$ cat src/rtl/ascon_io_pkg.sv
// ascon_io_pkg
// Shared types and helpers for the Ascon serial stream wrapper:
//   state_t  - controller state encoding
//   cnt_w()  - width of a counter that must hold the values 0..n
//   max4()   - largest of four lengths, used to size the shared load count
package ascon_io_pkg;

    typedef enum logic [2:0] {
        ST_LOAD    = 3'd0,
        ST_ARMED   = 3'd1,
        ST_RUN     = 3'd2,
        ST_CAPTURE = 3'd3,
        ST_UNLOAD  = 3'd4
    } state_t;

    localparam int unsigned NONCE_BITS = 128;
    localparam int unsigned TAG_BITS   = 128;

    function automatic int unsigned cnt_w(input int unsigned n);
        return (n == 0) ? 1 : $clog2(n + 1);
    endfunction

    function automatic int unsigned max4(input int unsigned a, input int unsigned b,
                                         input int unsigned c, input int unsigned d);
        int unsigned m;
        m = a;
        if (b > m) m = b;
        if (c > m) m = c;
        if (d > m) m = d;
        return m;
    endfunction

endpackage

$ cat src/rtl/ascon_stream_io_if.sv
// ascon_stream_io_if
// Serial stream side of the Ascon wrapper.
//   key_i/nonce_i/ad_i/pt_i, in_valid, in_ready : MSB-first input beats
//   start_i, busy_o                              : encryption request / status
//   ct_o/ct_valid, tag_o/tag_valid, out_ready    : LSB-first result beats
//   done_o                                       : end-of-operation pulse
// slave = the wrapper, master = whoever feeds and drains it.
interface ascon_stream_io_if #(
    parameter int unsigned W = 1
) ();
    logic [W-1:0] key_i;
    logic [W-1:0] nonce_i;
    logic [W-1:0] ad_i;
    logic [W-1:0] pt_i;
    logic         in_valid;
    logic         in_ready;
    logic         start_i;
    logic         busy_o;
    logic [W-1:0] ct_o;
    logic         ct_valid;
    logic [W-1:0] tag_o;
    logic         tag_valid;
    logic         out_ready;
    logic         done_o;

    modport slave (
        input  key_i, nonce_i, ad_i, pt_i, in_valid, start_i, out_ready,
        output in_ready, busy_o, ct_o, ct_valid, tag_o, tag_valid, done_o
    );

    modport master (
        output key_i, nonce_i, ad_i, pt_i, in_valid, start_i, out_ready,
        input  in_ready, busy_o, ct_o, ct_valid, tag_o, tag_valid, done_o
    );
endinterface

$ cat src/rtl/ascon_shift_reg.sv
// ascon_shift_reg
// LEN-bit register, W bits per shift. Shifts toward the MSB, new beat enters
// at the LSB end, serial output is the top W bits. Parallel load wins over shift.
//   clk, rst       : clock, async active-low reset (clears to 0)
//   shift_en_i     : shift one beat
//   load_en_i      : parallel load from load_data_i
//   ser_i / ser_o  : serial in (LSB end) / serial out (MSB end)
//   par_o          : full register contents
module ascon_shift_reg #(
    parameter int unsigned LEN = 32,
    parameter int unsigned W   = 1
) (
    input  logic           clk,
    input  logic           rst,
    input  logic           shift_en_i,
    input  logic           load_en_i,
    input  logic [LEN-1:0] load_data_i,
    input  logic [W-1:0]   ser_i,
    output logic [LEN-1:0] par_o,
    output logic [W-1:0]   ser_o
);
    logic [LEN-1:0] data_q;
    logic [LEN-1:0] shift_d;

    generate
        if (LEN == W) begin : g_single
            assign shift_d = ser_i;
        end else begin : g_multi
            assign shift_d = {data_q[LEN-W-1:0], ser_i};
        end
    endgenerate

    always_ff @(posedge clk or negedge rst) begin
        if (!rst) begin
            data_q <= '0;
        end else if (load_en_i) begin
            data_q <= load_data_i;
        end else if (shift_en_i) begin
            data_q <= shift_d;
        end
    end

    assign par_o = data_q;
    assign ser_o = data_q[LEN-1 -: W];
endmodule

$ cat src/rtl/ascon_stream_io.sv
// ascon_stream_io
// Serialises key/nonce/AD/plaintext into an Ascon encryption core and streams
// the ciphertext and tag back out, W bits per beat.
//   clk, rst        : sole clock, async active-low reset
//   io (slave)      : serial stream side, see ascon_stream_io_if
//   core_*_o        : parallel operands and start pulse to the core
//   core_ct_i/tag_i : core results, sampled in CAPTURE
//   core_ready_i    : core has finished
//   op_cnt_o        : completed-operation count, only with ASCON_IO_OPCNT_EN
//
// state   | meaning
// LOAD    | accepting input beats, in_ready high
// ARMED   | operands complete, waiting for start_i
// RUN     | core working, waiting for core_ready_i
// CAPTURE | latch ciphertext and tag into the output shifters
// UNLOAD  | stream ciphertext and tag beats out
module ascon_stream_io
    import ascon_io_pkg::*;
#(
    parameter int unsigned K = 128,
    parameter int unsigned L = 32,
    parameter int unsigned Y = 32,
    parameter int unsigned W = 1
) (
    input  logic                  clk,
    input  logic                  rst,
    ascon_stream_io_if.slave      io,
    output logic [K-1:0]          core_key_o,
    output logic [NONCE_BITS-1:0] core_nonce_o,
    output logic [L-1:0]          core_ad_o,
    output logic [Y-1:0]          core_pt_o,
    output logic                  core_start_o,
    input  logic [Y-1:0]          core_ct_i,
    input  logic [TAG_BITS-1:0]   core_tag_i,
    input  logic                  core_ready_i
`ifdef ASCON_IO_OPCNT_EN
    ,
    output logic [15:0]           op_cnt_o
`endif
);
    localparam int unsigned KB   = K / W;
    localparam int unsigned NB   = NONCE_BITS / W;
    localparam int unsigned LB   = L / W;
    localparam int unsigned YB   = Y / W;
    localparam int unsigned TB   = TAG_BITS / W;
    localparam int unsigned MAXB = max4(K, NONCE_BITS, L, Y) / W;
    localparam int unsigned LCW  = cnt_w(MAXB);
    localparam int unsigned YCW  = cnt_w(YB);
    localparam int unsigned TCW  = cnt_w(TB);

    generate
        if ((K % W) != 0 || (NONCE_BITS % W) != 0 || (L % W) != 0 || (Y % W) != 0) begin : g_bad_w
            $error("ascon_stream_io: K, 128, L and Y must all be multiples of W");
        end
    endgenerate

    state_t         state_q, state_d;
    logic [LCW-1:0] ld_cnt_q, ld_cnt_d;
    logic [YCW-1:0] ct_cnt_q, ct_cnt_d;
    logic [TCW-1:0] tag_cnt_q, tag_cnt_d;
    logic           done_q, done_d;

    logic           ld_beat, ct_acc, tag_acc, ct_vld, tag_vld;
    logic [W-1:0]   ct_ser, tag_ser;
    logic [W-1:0]   key_ser, nonce_ser, ad_ser, pt_ser;
    logic [Y-1:0]   ct_par;
    logic [TAG_BITS-1:0] tag_par;
    logic [Y-1:0]        ct_beat_rev;
    logic [TAG_BITS-1:0] tag_beat_rev;
    logic           unused_sink;

    assign ld_beat = (state_q == ST_LOAD) && io.in_valid;
    assign ct_vld  = (state_q == ST_UNLOAD) && (ct_cnt_q < YCW'(YB));
    assign tag_vld = (state_q == ST_UNLOAD) && (tag_cnt_q < TCW'(TB));
    assign ct_acc  = ct_vld && io.out_ready;
    assign tag_acc = tag_vld && io.out_ready;

    // Input shifters: each takes only its first LEN/W beats of the shared count.
    ascon_shift_reg #(.LEN(K), .W(W)) u_key (
        .clk(clk), .rst(rst), .shift_en_i(ld_beat && (ld_cnt_q < LCW'(KB))),
        .load_en_i(1'b0), .load_data_i('0), .ser_i(io.key_i),
        .par_o(core_key_o), .ser_o(key_ser));
    ascon_shift_reg #(.LEN(NONCE_BITS), .W(W)) u_nonce (
        .clk(clk), .rst(rst), .shift_en_i(ld_beat && (ld_cnt_q < LCW'(NB))),
        .load_en_i(1'b0), .load_data_i('0), .ser_i(io.nonce_i),
        .par_o(core_nonce_o), .ser_o(nonce_ser));
    ascon_shift_reg #(.LEN(L), .W(W)) u_ad (
        .clk(clk), .rst(rst), .shift_en_i(ld_beat && (ld_cnt_q < LCW'(LB))),
        .load_en_i(1'b0), .load_data_i('0), .ser_i(io.ad_i),
        .par_o(core_ad_o), .ser_o(ad_ser));
    ascon_shift_reg #(.LEN(Y), .W(W)) u_pt (
        .clk(clk), .rst(rst), .shift_en_i(ld_beat && (ld_cnt_q < LCW'(YB))),
        .load_en_i(1'b0), .load_data_i('0), .ser_i(io.pt_i),
        .par_o(core_pt_o), .ser_o(pt_ser));

    // The shifter emits its MSB beat first, so results are loaded with beat
    // order reversed to put beat 0 (bits W-1:0) at the top.
    generate
        for (genvar j = 0; j < YB; j++) begin : g_ct_rev
            assign ct_beat_rev[Y-1-j*W -: W] = core_ct_i[j*W +: W];
        end
        for (genvar j = 0; j < TB; j++) begin : g_tag_rev
            assign tag_beat_rev[TAG_BITS-1-j*W -: W] = core_tag_i[j*W +: W];
        end
    endgenerate

    ascon_shift_reg #(.LEN(Y), .W(W)) u_ct (
        .clk(clk), .rst(rst), .shift_en_i(ct_acc),
        .load_en_i(state_q == ST_CAPTURE), .load_data_i(ct_beat_rev), .ser_i('0),
        .par_o(ct_par), .ser_o(ct_ser));
    ascon_shift_reg #(.LEN(TAG_BITS), .W(W)) u_tag (
        .clk(clk), .rst(rst), .shift_en_i(tag_acc),
        .load_en_i(state_q == ST_CAPTURE), .load_data_i(tag_beat_rev), .ser_i('0),
        .par_o(tag_par), .ser_o(tag_ser));

    assign unused_sink = ^{key_ser, nonce_ser, ad_ser, pt_ser, ct_par, tag_par};

    always_ff @(posedge clk or negedge rst) begin
        if (!rst) begin
            state_q   <= ST_LOAD;
            ld_cnt_q  <= '0;
            ct_cnt_q  <= '0;
            tag_cnt_q <= '0;
            done_q    <= 1'b0;
        end else begin
            state_q   <= state_d;
            ld_cnt_q  <= ld_cnt_d;
            ct_cnt_q  <= ct_cnt_d;
            tag_cnt_q <= tag_cnt_d;
            done_q    <= done_d;
        end
    end

    always_comb begin
        state_d   = state_q;
        ld_cnt_d  = ld_cnt_q;
        ct_cnt_d  = ct_cnt_q;
        tag_cnt_d = tag_cnt_q;
        done_d    = 1'b0;
        case (state_q)
            ST_LOAD: begin
                if (io.in_valid) begin
                    if (ld_cnt_q == LCW'(MAXB - 1)) begin
                        ld_cnt_d = '0;
                        state_d  = ST_ARMED;
                    end else begin
                        ld_cnt_d = ld_cnt_q + 1'b1;
                    end
                end
            end
            ST_ARMED:   if (io.start_i) state_d = ST_RUN;
            ST_RUN:     if (core_ready_i) state_d = ST_CAPTURE;
            ST_CAPTURE: state_d = ST_UNLOAD;
            ST_UNLOAD: begin
                if (ct_acc)  ct_cnt_d  = ct_cnt_q + 1'b1;
                if (tag_acc) tag_cnt_d = tag_cnt_q + 1'b1;
                if ((ct_cnt_d == YCW'(YB)) && (tag_cnt_d == TCW'(TB))) begin
                    ct_cnt_d  = '0;
                    tag_cnt_d = '0;
                    done_d    = 1'b1;
                    state_d   = ST_LOAD;
                end
            end
            default: state_d = ST_LOAD;
        endcase
    end

    // in_ready is held low while reset is applied even though the state is LOAD.
    assign io.in_ready  = rst && (state_q == ST_LOAD);
    assign io.busy_o    = (state_q == ST_RUN) || (state_q == ST_CAPTURE) || (state_q == ST_UNLOAD);
    assign core_start_o = (state_q == ST_ARMED) && io.start_i;
    assign io.ct_valid  = ct_vld;
    assign io.tag_valid = tag_vld;
    assign io.ct_o      = ct_vld ? ct_ser : '0;
    assign io.tag_o     = tag_vld ? tag_ser : '0;
    assign io.done_o    = done_q;

`ifdef ASCON_IO_OPCNT_EN
    logic [15:0] op_cnt_q;
    always_ff @(posedge clk or negedge rst) begin
        if (!rst) begin
            op_cnt_q <= '0;
        end else if (done_d) begin
            op_cnt_q <= op_cnt_q + 16'd1;
        end
    end
    assign op_cnt_o = op_cnt_q;
`endif
endmodule
$ cat src/flat_wrapper.sv
// flat-port wrapper written by rule: the top's interface ports become plain ports
module ascon_stream_io_flat import ascon_io_pkg::*;
#(
    parameter int unsigned K = 128,
    parameter int unsigned L = 32,
    parameter int unsigned Y = 32,
    parameter int unsigned W = 1
)
  (clk, rst, core_key_o, core_nonce_o, core_ad_o, core_pt_o, core_start_o, core_ct_i, core_tag_i, core_ready_i, io_key_i, io_nonce_i, io_ad_i, io_pt_i, io_in_valid, io_start_i, io_out_ready, io_in_ready, io_busy_o, io_ct_o, io_ct_valid, io_tag_o, io_tag_valid, io_done_o);
  ascon_stream_io_if #(.W(W)) io_i ();
  input  logic clk;
  input  logic rst;
  output logic [K-1:0] core_key_o;
  output logic [NONCE_BITS-1:0] core_nonce_o;
  output logic [L-1:0] core_ad_o;
  output logic [Y-1:0] core_pt_o;
  output logic core_start_o;
  input  logic [Y-1:0] core_ct_i;
  input  logic [TAG_BITS-1:0] core_tag_i;
  input  logic core_ready_i;
  input wire logic [$bits(io_i.key_i)-1:0] io_key_i;
  input wire logic [$bits(io_i.nonce_i)-1:0] io_nonce_i;
  input wire logic [$bits(io_i.ad_i)-1:0] io_ad_i;
  input wire logic [$bits(io_i.pt_i)-1:0] io_pt_i;
  input wire logic [$bits(io_i.in_valid)-1:0] io_in_valid;
  input wire logic [$bits(io_i.start_i)-1:0] io_start_i;
  input wire logic [$bits(io_i.out_ready)-1:0] io_out_ready;
  output wire logic [$bits(io_i.in_ready)-1:0] io_in_ready;
  output wire logic [$bits(io_i.busy_o)-1:0] io_busy_o;
  output wire logic [$bits(io_i.ct_o)-1:0] io_ct_o;
  output wire logic [$bits(io_i.ct_valid)-1:0] io_ct_valid;
  output wire logic [$bits(io_i.tag_o)-1:0] io_tag_o;
  output wire logic [$bits(io_i.tag_valid)-1:0] io_tag_valid;
  output wire logic [$bits(io_i.done_o)-1:0] io_done_o;
  assign io_i.key_i = io_key_i;
  assign io_i.nonce_i = io_nonce_i;
  assign io_i.ad_i = io_ad_i;
  assign io_i.pt_i = io_pt_i;
  assign io_i.in_valid = io_in_valid;
  assign io_i.start_i = io_start_i;
  assign io_i.out_ready = io_out_ready;
  assign io_in_ready = io_i.in_ready;
  assign io_busy_o = io_i.busy_o;
  assign io_ct_o = io_i.ct_o;
  assign io_ct_valid = io_i.ct_valid;
  assign io_tag_o = io_i.tag_o;
  assign io_tag_valid = io_i.tag_valid;
  assign io_done_o = io_i.done_o;
  ascon_stream_io #(.K(K), .L(L), .Y(Y), .W(W)) u_core (.clk(clk), .rst(rst), .io(io_i), .core_key_o(core_key_o), .core_nonce_o(core_nonce_o), .core_ad_o(core_ad_o), .core_pt_o(core_pt_o), .core_start_o(core_start_o), .core_ct_i(core_ct_i), .core_tag_i(core_tag_i), .core_ready_i(core_ready_i));
endmodule
$ cat config.mk
export PLATFORM = sky130hd
export DESIGN_NAME = ascon_stream_io_flat
export DESIGN_NICKNAME = d
export VERILOG_FILES = /design/src/rtl/ascon_io_pkg.sv /design/src/rtl/ascon_stream_io_if.sv /design/src/rtl/ascon_shift_reg.sv /design/src/rtl/ascon_stream_io.sv /design/src/flat_wrapper.sv
export SDC_FILE = /design/constraint.sdc
export NUM_CORES = 1
export LEC_CHECK = 0
export BUFFER_PORTS_ARGS = -buffer_cell sky130_fd_sc_hd__buf_2
export CAP_MARGIN = 20
export CELL_PAD_IN_SITES_DETAIL_PLACEMENT = 0
export CELL_PAD_IN_SITES_GLOBAL_PLACEMENT = 1
export CORE_ASPECT_RATIO = 1.1
export CORE_UTILIZATION = 45
export DETAILED_ROUTE_END_ITERATION = 8
export HOLD_SLACK_MARGIN = 0.06
export PLACE_DENSITY_LB_ADDON = 0.1
export RECOVER_POWER = 50
export SLEW_MARGIN = 20
export SYNTH_ARGS = -nofsm -noshare
export SYNTH_HDL_FRONTEND = slang
export SYNTH_SLANG_ARGS = --single-unit
$ cat constraint.sdc
create_clock -name clk -period 5.94 [get_ports clk]
set_clock_uncertainty 0.1 [all_clocks]
set_input_delay 0 -clock clk [delete_from_list [all_inputs] [get_ports clk]]
set_output_delay 0 -clock clk [all_outputs]
set_load 0.01 [all_outputs]
# Word-level counts from Yosys, hierarchy flattened
# Index checks and enable logic that the tools add are counted.
# totals
regBits	506
latch_bits	0
ramBits	0
rom_bits	0
input_bits	170
out_inout_bits	328
elab_cells	68
memories	0
# op_classes
add_sub_neg	3
multipliers	0
div	0
magnitude_cmp	4
n_eq_ne	12
n_shift	0
mux	21
n_bitwise	0
n_reduce_logical	17
# ops
op	n
$mux 128	2
$mux 32	2
$mux 8	4
$mux 6	3
$add 8x1->8 const B	2
$lt 8x8->1 const B	2
$mux 3	5
$pmux 3 s5	1
$logic_and 1x1->1	10
$ne 2x2->1 const B	5
$eq 8x7->1 const B	1
$eq 8x8->1 const B	1
$lt 8x6->1 const B	1
$add 6x1->6 const B	1
$eq 3x2->1 const B	2
$eq 6x6->1 const B	1
$lt 6x6->1 const B	1
$reduce_and 5->1	1
$mux 1	4
$reduce_bool 2->1	2
$eq 3x1->1 const B	1
$eq 3x3->1 const B	1
$logic_not 3->1	1
$logic_or 1x1->1	2
$reduce_and 2->1	1

# Depth between registers and ports, before layout
# depth
depth_word	9
ltp_mapped	8
depth_no_buf	6

# Hierarchy
# A second synthesis with hierarchy kept.
# hier_totals
cells_unflattened	2235
area_unflattened_um2	23861.6
# modules_own_cells
module	n_inst	cells_each	area_each_um2	seq_area_each_um2
ascon_shift_reg at u_core.u_key ...	3	555	5954.5	3203.1
ascon_shift_reg at u_core.u_ad ...	3	140	1522.7	800.8
ascon_stream_io	1	150	1430.1	650.6

# Worst setup path after synthesis
# OpenSTA, ideal clock, no wires.
# synth_timing
path_type	reg2reg
startpoint	register u_core.state_q[1]
endpoint	register u_core.ct_cnt_q[5]
setup_ns	0.138
arrival_ns	1.971
required_ns	5.702
path_slack_ns	3.731
path_stages_with_launch	8
n_path_buf	2
synth_period_minus_slack_ns	2.209
path_cell_list	dfrtp_1 > buf_6 > or3b_1 > buf_2 > or4_1 > mux2i_1 > nor4b_2 > a21oi_1
# synth_between
elab_chain_len	8
word_cells_on_any_way	13
classes_between	eq/ne (3); mux (5); reduce/logical (5)
# synth_lines
item	line_no	source
from (decl)	ascon_stream_io.sv:57	state_t state_q, state_d;
from (signal assigned)	ascon_stream_io.sv:126	state_q <= state_d;
$eq 3x3->1 (*)	ascon_stream_io.sv:73, ascon_stream_io.sv:74, ascon_stream_io.sv:140	
$logic_and 1x1->1, on equally long branches	ascon_stream_io.sv:74, ascon_stream_io.sv:73	
$logic_and 1x1->1, on equally long branches	ascon_stream_io.sv:76, ascon_stream_io.sv:75	
$mux 8 / $mux 6 (equally long branches)	ascon_stream_io.sv:156, ascon_stream_io.sv:155	
$mux 8 / $mux 6 (equally long branches)	ascon_stream_io.sv:140	case (state_q)
$eq 8x8->1 / $eq 6x6->1 (equally long branches)	ascon_stream_io.sv:157	if ((ct_cnt_d == YCW'(YB)) && (tag_cnt_d == TCW'(TB))) begin
$logic_and 1x1->1	ascon_stream_io.sv:157	
$mux 6	ascon_stream_io.sv:157	
to (signal assigned)	ascon_stream_io.sv:128	ct_cnt_q <= ct_cnt_d;
to (decl)	ascon_stream_io.sv:59	logic [YCW-1:0] ct_cnt_q, ct_cnt_d;
# Mark *: on every way between the ends. The rest lies on a longest branch, timed or not. The select of a mux whose other input is x is not followed.
# A chain may end at the register's enable or synchronous reset.

==> results.sh <==
export IMPL_netlist_area_um2=20400
export IMPL_vias=15100
export IMPL_failed_checks="capacitance limit, slew limit"
export IMPL_dr_pass1_iters=5
export IMPL_worst_setup_path_end_kind="async pin"
export IMPL_final_nets=2524
export IMPL_grt_start_max_net_pins=257
export IMPL_post_place_cells=2678
export IMPL_hold_viol=0
export IMPL_path_class="input port to async pin"
export IMPL_gp_routability_congestion=0.784
export IMPL_ant_nets=0
export IMPL_intPower_uw=6550
export IMPL_syn_nets=1875
export IMPL_synth_top_cell_area_share=0.621
export IMPL_stdcell_count=2974
export IMPL_wl_per_cell_um=17.4
export IMPL_power_density_nw_per_um2=335
export IMPL_num_rows=81
export IMPL_holdWs_ps=86.6
export IMPL_drv_slew=41
export IMPL_synth_common_cells="dfrtp_1 (506), nand2_1 (335), mux2_2 (317), nor2_1 (165), a31oi_1 (161)"
export IMPL_drv_cap=1
export IMPL_yosys_warnings=0
export IMPL_cp_required_ps=6100
export IMPL_pwr_share_clk=0.374
export IMPL_critPathLaunchType="input port"
export IMPL_die_w_um=205
export IMPL_dp_hpwl_mm=33.4
export IMPL_cts_buffer_depth=3
export IMPL_ys_ff_latch=506
export IMPL_hp_class="input port to register"
export IMPL_arrival_ps=3350
export IMPL_cts_sinks=506
export IMPL_cts_tree="built"
export IMPL_portBuffers=497
export IMPL_area_growth_pct=30.8
export IMPL_vias_per_cell=5.09
export IMPL_insertion_delay_ps=590
export IMPL_highest_layer="met4"
export IMPL_wirelength_mm=51.7
export IMPL_overflow=0
export IMPL_clk_pin_slew_worst_paths_ps=60
export IMPL_grt_pass1_wl_mm=81.0
export IMPL_async_flop_share=1.00
export IMPL_period_share=0.537
export IMPL_critPathMaxStageDelay_ps=1570
export IMPL_cts_buffers=53
export IMPL_drt_iter0_drc=960
export IMPL_status="finished with violations"
export IMPL_max_slew_margin=-0.414
export IMPL_wl_met2_mm=25.2
export IMPL_combinationalPowerShare=0.155
export IMPL_synth_edff_count=0
export IMPL_avgSynthCellArea_um2=12.0
export IMPL_power_switching_uw=2380
export IMPL_timing_critical_path_cells="dlygate4sd3_1 > dlygate4sd3_1 > clkbuf_1 > clkbuf_1"
export IMPL_wl_met1_mm=21.7
export IMPL_synthTopCellsByArea="dfrtp_1 (62%), mux2_2 (17%), nand2_1 (6.2%), a31oi_1 (4.9%), nor2_1 (3.0%)"
export IMPL_syn_inst=1702
export IMPL_synth_cell_types=42
export IMPL_cp_slowest_cell="clkbuf_1"
export IMPL_seqPwrFrac=0.471
export IMPL_start_util=0.458
export IMPL_max_freq_ghz=0.313
export IMPL_met3_length_mm=3.42
export IMPL_rsz0062_at_grt="false"
export IMPL_antenna_found_initial=2
export IMPL_ys_flop_type="dfrtp_1"
export IMPL_drive_gt1_frac=0.252
export IMPL_htreeDepth=2
export IMPL_ir_drop_mv=0.216
export IMPL_core_area_um2=44600
export IMPL_dieArea_um2=46200
export IMPL_grt_pass1_vias=15000
export IMPL_setup_violations=0
export IMPL_tightestPinTransition_ps=2120
export IMPL_tns_ps=0
export IMPL_io_pins=498
export IMPL_synth_most_common_cell="dfrtp_1"
export IMPL_p_sw_frac=0.267
export IMPL_drcViolationCount=0
export IMPL_track_usage=0.220
export IMPL_cts_root_buf="clkbuf_16"
export IMPL_synth_top_area_cell="dfrtp_1"
export IMPL_seq_area_frac_synth=0.621
export IMPL_period_needed_ps=3190
export IMPL_cts_setup_buffers=0
export IMPL_cp_max_fo=40
export IMPL_die_height_um=225
export IMPL_p_leak_uw=0.0127
==> layer usage <==
layer,track usage,vias to the layer above
li1,-,7155
met1,0.279,7497
met2,0.366,400
met3,0.0575,83
met4,0.0693,0
met5,0,-
==> critical path, delay by kind of cell <==
| kind | cells | cell delay (ps) |
|---|---|---|
| buffers and inverters | 4 | 3310 |
==> final cells by class <==
| class | count | area (um^2) |
|---|---|---|
| fillers | 3954 | 17900 |
| flip-flops and latches | 506 | 12700 |
| multi-input cells | 1075 | 7230 |
| repair buffers | 712 | 4300 |
| clock buffers | 76 | 1520 |
| well taps | 581 | 727 |
| clock inverters | 19 | 235 |
| inverters | 3 | 11.3 |
| diodes | 2 | 5.00 |
==> cell families after synthesis <==
group	after synthesis	synth area share
AOI/OAI and AO/OA	184	0.0564
xor gates and xnor gates	16	0.00687
buffers and inverters	121	0.0262
DFF	506	0.621
adders and majority gates	3	0.00184
muxes	322	0.178
and+or+nand+nor	550	0.111
==> worst paths after layout <==
check	startpoint	to	slack, ps	cells past startpoint
max	rst	u_core.u_nonce.par_o[66]	2750	4
min	io_key_i	u_core.u_key.par_o[0]	90	3
max reg2reg	u_core.state_q[1]	u_core.u_tag.par_o[3]	2750	5
min reg2reg	u_core.u_ct.par_o[0]	u_core.u_ct.par_o[0]	400	2
max in group clk	u_core.state_q[1]	u_core.u_tag.par_o[3]	2750	5
min in group asynchronous	rst	u_core.u_key.par_o[41]	1040	4
==> state kept, by name (all words and copies together), names as in the netlist <==
signal,count
u_core.ct_cnt_q,6
u_core.state_q,3
u_core.ld_cnt_q,8
u_core.u_tag.par_o,128
u_core.tag_cnt_q,8
u_core.u_key.par_o,128
u_core.io.done_o,1
u_core.u_nonce.par_o,128
u_core.u_ad.par_o,32
u_core.u_pt.par_o,32
u_core.u_ct.par_o,32
==> repair_timing <==
| action | 4_1_cts | 5_1_grt |
|---|---|---|
| hold buffers | 198 | 0 |
| gates resized for setup | 0 | 0 |
| endpoints found under the hold margin | 456 | 0 |
==> cell usage in the layout, fill, tap and decap left out, types with 7 or more instances in the layout <==
cell type / instances
dfrtp_1: 506
clkbuf_1: 335
nand2_1: 334
mux2_2: 317
dlygate4sd3_1: 197
buf_2: 175
nor2_1: 164
a31oi_1: 161
clkbuf_16: 53
clkbuf_8: 11
xnor2_1: 10
clkinv_2: 10
o21ai_0: 9
nand4_1: 9
buf_4: 9
nand3_1: 7
==> power groups by stage <==
stage,Sequential [uW],Clock (uW),Combinational [uW]
2_1_floorplan,4360,0,563
3_3_place_gp,4230,0,1370
3_5_place_dp,4250,0,1390
4_1_cts,4190,3440,1500
5_1_grt,4260,3570,1510
6_report,4200,3340,1390
==> through the flow <==
step                setup slack (ps)  instance area (um^2)   util  power (uW)
floorplan                       3730                 20400      -        4930
global placement                2920                 23300  0.523        5600
detailed placement              2790                 23300  0.523        5640
CTS                             2750                 27100  0.607        9130
global route                    2250                 26700  0.598        9340
finish                          2750                 26700  0.598        8930
Note: power is estimated with default switching activity, not from simulation.
